==> src/rtl/nes_palette_loader.sv <==
// Palette loader: turns an HPS ioctl .pal download into paced 24-bit palette RAM writes.
// Optional feature: define PAL_LOADER_CHECKSUM_EN to add pal_checksum / pal_checksum_ref.
module nes_palette_loader #(
  parameter logic [7:0]  PAL_IOCTL_INDEX = 8'd2,
  parameter int unsigned WR_GAP          = 4,
  parameter int unsigned ENTRIES         = 64
) (
  input  logic        clk,
  input  logic        reset_n,
  input  logic        ioctl_download,
  input  logic [7:0]  ioctl_index,
  input  logic        ioctl_wr,
  input  logic [24:0] ioctl_addr,
  input  logic [7:0]  ioctl_dout,
  output logic        ioctl_wait,
  output logic        load_color,
  output logic [23:0] load_color_data,
  output logic [5:0]  load_color_index,
  output logic        busy,
  output logic        palette_valid,
  output logic        load_error
`ifdef PAL_LOADER_CHECKSUM_EN
  ,
  input  logic [15:0] pal_checksum_ref,
  output logic [15:0] pal_checksum
`endif
);

  localparam logic [6:0]  ENTRY_LIMIT = 7'(ENTRIES);
  localparam logic [3:0]  GAP_LOAD    = 4'(WR_GAP - 1);
  localparam logic [10:0] PAL_BYTES   = 11'd192;
  localparam logic [10:0] EMPH_BYTES  = 11'd1536;
  localparam logic [10:0] CNT_MAX     = 11'd2047;

  typedef enum logic [2:0] {IDLE, RECV, EMIT, GAP, CHECK} state_t;

  state_t      state;
  logic        sel, sel_q, rise, fall, active;
  logic        wr_hit, accept, violation, completes, ok;
  logic        addr_err, fall_pend;
  logic [10:0] byte_cnt;
  logic [1:0]  phase;
  logic [7:0]  r_q, g_q;
  logic [6:0]  entry_idx;
  logic [3:0]  gap_cnt;

  assign sel    = ioctl_download && (ioctl_index == PAL_IOCTL_INDEX);
  assign rise   = sel && !sel_q;
  assign fall   = !sel && sel_q;
  assign active = (state == RECV) || (state == EMIT) || (state == GAP);

  // Stall only when the next byte would complete an entry; R/G bytes flow during the gap.
  assign ioctl_wait = ((state == EMIT) || (state == GAP)) && (phase == 2'd2);

  // A strobe coinciding with the falling edge of the download still counts.
  assign wr_hit    = active && ioctl_wr && (sel || fall);
  assign accept    = wr_hit && !ioctl_wait;
  assign violation = wr_hit && ioctl_wait;
  assign completes = accept && (phase == 2'd2) && (entry_idx < ENTRY_LIMIT);

  always_comb begin
    ok = !addr_err && ((byte_cnt == PAL_BYTES) || (byte_cnt == EMPH_BYTES));
`ifdef PAL_LOADER_CHECKSUM_EN
    ok = ok && (pal_checksum == pal_checksum_ref);
`endif
  end

  always_ff @(posedge clk) begin
    if (!reset_n) begin
      state            <= IDLE;
      // Pretend sel was already high so a download in flight at reset is ignored until it ends.
      sel_q            <= 1'b1;
      load_color       <= 1'b0;
      load_color_data  <= '0;
      load_color_index <= '0;
      busy             <= 1'b0;
      palette_valid    <= 1'b0;
      load_error       <= 1'b0;
      addr_err         <= 1'b0;
      fall_pend        <= 1'b0;
      byte_cnt         <= '0;
      phase            <= '0;
      r_q              <= '0;
      g_q              <= '0;
      entry_idx        <= '0;
      gap_cnt          <= '0;
`ifdef PAL_LOADER_CHECKSUM_EN
      pal_checksum     <= '0;
`endif
    end else begin
      sel_q      <= sel;
      load_color <= 1'b0;

      if (accept) begin
        if (byte_cnt != CNT_MAX) byte_cnt <= byte_cnt + 11'd1;
        if (ioctl_addr != {14'd0, byte_cnt}) addr_err <= 1'b1;
        case (phase)
          2'd0:    begin r_q <= ioctl_dout; phase <= 2'd1; end
          2'd1:    begin g_q <= ioctl_dout; phase <= 2'd2; end
          default: phase <= 2'd0;
        endcase
        if (completes) load_color_data <= {r_q, g_q, ioctl_dout};
`ifdef PAL_LOADER_CHECKSUM_EN
        if (byte_cnt < PAL_BYTES) pal_checksum <= pal_checksum + {8'd0, ioctl_dout};
`endif
      end
      if (violation) addr_err <= 1'b1;
      if (fall && active) fall_pend <= 1'b1;

      case (state)
        IDLE: begin
          if (rise) begin
            state         <= RECV;
            busy          <= 1'b1;
            palette_valid <= 1'b0;
            load_error    <= 1'b0;
            addr_err      <= 1'b0;
            fall_pend     <= 1'b0;
            byte_cnt      <= '0;
            phase         <= '0;
            entry_idx     <= '0;
`ifdef PAL_LOADER_CHECKSUM_EN
            pal_checksum  <= '0;
`endif
          end
        end
        RECV: begin
          if (completes) begin
            state            <= EMIT;
            load_color       <= 1'b1;
            load_color_index <= entry_idx[5:0];
          end else if (fall) begin
            state <= CHECK;
          end
        end
        EMIT: begin
          entry_idx <= entry_idx + 7'd1;
          gap_cnt   <= GAP_LOAD;
          if (WR_GAP > 1)              state <= GAP;
          else if (fall_pend || fall)  state <= CHECK;
          else                         state <= RECV;
        end
        GAP: begin
          gap_cnt <= gap_cnt - 4'd1;
          if (gap_cnt <= 4'd1) state <= (fall_pend || fall) ? CHECK : RECV;
        end
        CHECK: begin
          palette_valid <= ok;
          load_error    <= !ok;
          busy          <= 1'b0;
          state         <= IDLE;
        end
        default: state <= IDLE;
      endcase
    end
  end

endmodule

==> config.mk <==
export PLATFORM = sky130hd
export DESIGN_NAME = nes_palette_loader
export DESIGN_NICKNAME = d
export VERILOG_FILES = /design/src/rtl/nes_palette_loader.sv
export SDC_FILE = /design/constraint.sdc
export NUM_CORES = 1
export LEC_CHECK = 0
export CAP_MARGIN = 40
export CORE_MARGIN = 1
export CORE_UTILIZATION = 30
export DETAILED_ROUTE_END_ITERATION = 7
export HOLD_SLACK_MARGIN = 0.06
export PLACE_DENSITY = 0.57
export SKIP_CTS_REPAIR_TIMING = 1
export SLEW_MARGIN = 10
export SYNTH_ARGS = -nofsm -noshare
export SYNTH_HDL_FRONTEND = slang
export SYNTH_SLANG_ARGS = --single-unit
==> constraint.sdc <==
create_clock -name clk -period 2.7 [get_ports clk]
set_clock_uncertainty 0.2 [all_clocks]
set_input_delay 0.675 -clock clk [delete_from_list [all_inputs] [get_ports clk]]
set_output_delay 0.675 -clock clk [all_outputs]
set_load 0.005 [all_outputs]
==> impl_metrics.yaml <==
yosys:
  ys_ff_latch: 80
  synth_edf_count: 0
  postSynthAreaPerCell_um2: 9.10
  syn_nets: 471
  ys_warn_count: 0
  synth_top_area_frac: 0.418
  syn_area_mm2: 0.00383
  ys_top_cells_by_area: "dfxtp_1 42%, mux2i_1 14%, nand2_1 7.8%"
  synth_largest_area_cell: "dfxtp_1"
  synth_ff_type: "dfxtp_1"
  ys_async_sr_fraction: 0
  synth_common_cells: "80 x dfxtp_1, 80 x nand2_1, 53 x mux2i_1, 21 x clkbuf_1, 15 x nand3_1"
  synth.distinct_cells: 56
  seq_area_frac_synth: 0.418
  synthCells: 421
floorplan:
  start_util: 0.314
  pin_count: 80
  die_w_um: 115
  coreArea_mm2: 0.0122
  rows: 40
  die_h_um: 115
  dieArea_mm2: 0.0132
grt:
  grt_max_degree: 44
  antenna_found_initial: 0
  grtUsageTotal: 0.153
  gr-total-overflow: 0
  grt_pass1_vias: 3373
  grt_pass1_wl_mm: 16.0
finish:
  areaGrowthSynthToFinish_pct: 36.4
  drive_above_1_share: 0.104
  n_fill_cell: 1225
  antennaDiodeCount: 0
  nets: 557
clock_network:
  cts_root_buf: "clkbuf_16"
  clock-sinks: 80
  htreeDepth: 3
  clk_pin_slew_worst_paths_ns: 0.06
  cts_buffers: 9
  clockBufferDepth: 2
  clk_latency_ns: 0.33
  cts_tree: "built"
drt:
  vias: 3361
  drt-pass1-iter-count: 4
  vias_per_cell: 4.94
  wl_per_cell_um: 14.5
  drtAntennaViolNets: 0
  drc_errors: 0
  wirelength_mm: 9.87
  drt_iter0_drc: 104
power:
  vdd_ir_drop_max_uv: 265
  leakage_nw: 1.75
  powerDensity_mw_per_mm2: 488
place:
  gp_congestion: 0.779
  hpwl_mm: 7.03
  io_buffers: 79
sta:
  period_minus_slack_ns: 2.55
  timing_worst_slew_pin_value_ns: 0.666
  fin_hold_ws_ns: 0.254
  setup_viol_count_final: 0
  hold_viol_final: 0
  setup_tns_ns: 0
  maxSlewHeadroom: 0.555
  fin_crit_sh: 0.943
  max_freq_mhz: 393
  drv_slew: 0
  grt_setup_unrepaired: "no"
critical_path:
  cp-end-kind: "register"
  crit_arrival_ns: 2.61
  slowest_stage: "or4_1"
  crit_chain: "clkdlybuf4s50_1, nor4b_4, a31oi_2, buf_4, or4_1, a21oi_1"
  crit_fanout: 15
  cp-start-kind: "input pin"
  critical_path_class: "input pin to register"
  slowest_delay_ns: 0.53
  crit_family: "simple AND/OR/NAND/NOR gates"
  cp.buffers_inverters: 2
  crit_required_ns: 2.76
min_path:
  hp-class: "register to register"
flow_run:
  maxCapViolCount: 0
run_status:
  status: "finished, final reports clean"
[path summary, 6_finish.rpt]
kind,from,end,slack (ns),cells past startpoint
min,load_color_data[20]$_SDFFE_PN0P_,load_color_data[20]$_SDFFE_PN0P_,0.25,2
max reg2reg,byte_cnt[1]$_SDFF_PN0_,byte_cnt[9]$_SDFF_PN0_,0.61,6
min reg2reg,load_color_data[20]$_SDFFE_PN0P_,load_color_data[20]$_SDFFE_PN0P_,0.25,2
max,ioctl_index[4],byte_cnt[10]$_SDFF_PN0_,0.15,6
[state kept, by name, summed over array words and instances, names as in the netlist, 2 cells and up]
register          flops
byte_cnt             11
entry_idx             7
g_q                   8
gap_cnt               4
load_color_data      24
load_color_index      6
phase                 2
r_q                   8
state                 3
[kinds of logic (layout without fill, tap and decap cells)]
kind of cell	after synthesis	after routing	share of synthesized area
compound gates	54	54	0.101
xor+xnor	11	11	0.0251
fa+ha+maj	5	5	0.0163
buf+inv	37	128	0.0392
flops	80	80	0.418
mux	53	53	0.138
simple gates	181	181	0.262
[tightest hold or removal path: stages, from the launching register on]
cell	delay, ns
dfxtp_1	0.31
nand2_1	0.05
mux2i_1	0.05
[report_power, final]
part | internal (mW) | switching (mW) | total (mW)
combinational | 0.0822 | 0.0660 | 0.148
sequential | 1.18 | 0.00170 | 1.18
clock | 0.740 | 0.478 | 1.22
total | 2.00 | 0.545 | 2.55
[routing by layer]
metal	vias up	GRT usage	routed length (um)
met3	10	0.0401	553
li1	1693	-	-
met5	-	0	0
met1	1576	0.202	4790
met2	82	0.243	4400
met4	0	0.0519	121
[placed cells by master, fill, tap and decap left out, types with 5 or more instances in the layout]
cell type        instances
nand4_1                  8
nor4_1                  13
a21oi_1                 12
o31ai_1                  6
buf_4                   23
ha_1                     5
nor3_1                   7
mux2i_1                 53
clkdlybuf4s50_1         78
xnor2_1                 11
clkbuf_16                9
dfxtp_1                 79
o21ai_0                  6
nand3_1                 15
inv_1                    9
nand2_1                 80
nand3b_1                 7
nor2_1                  12
[stage by stage]
step           cells  setup WS [ns]  area, um^2  utilization  power [mW]
4_1_cts          680         0.0677        5220        0.427        2.57
6_report         680          0.155        5230        0.428        2.55
5_1_grt          680         0.0167        5230        0.428        2.64
3_3_place_gp     664         -0.169        4920        0.403        1.36
2_1_floorplan    421          0.410        3830            -        1.26
3_5_place_dp     664         -0.259        4920        0.403        1.36
[area by class of cell]
class                      instances  area, um^2  share of cell area
multi-input combinational        304        2100               0.402
sequential                        80        1600               0.307
timing repair buffer             103         978               0.187
clock buffer                      11         243              0.0465
tap                              168         210              0.0402
clock inverter                     5        56.3              0.0108
inverter                           9        33.8             0.00647
(Power assumes the default switching activity.)
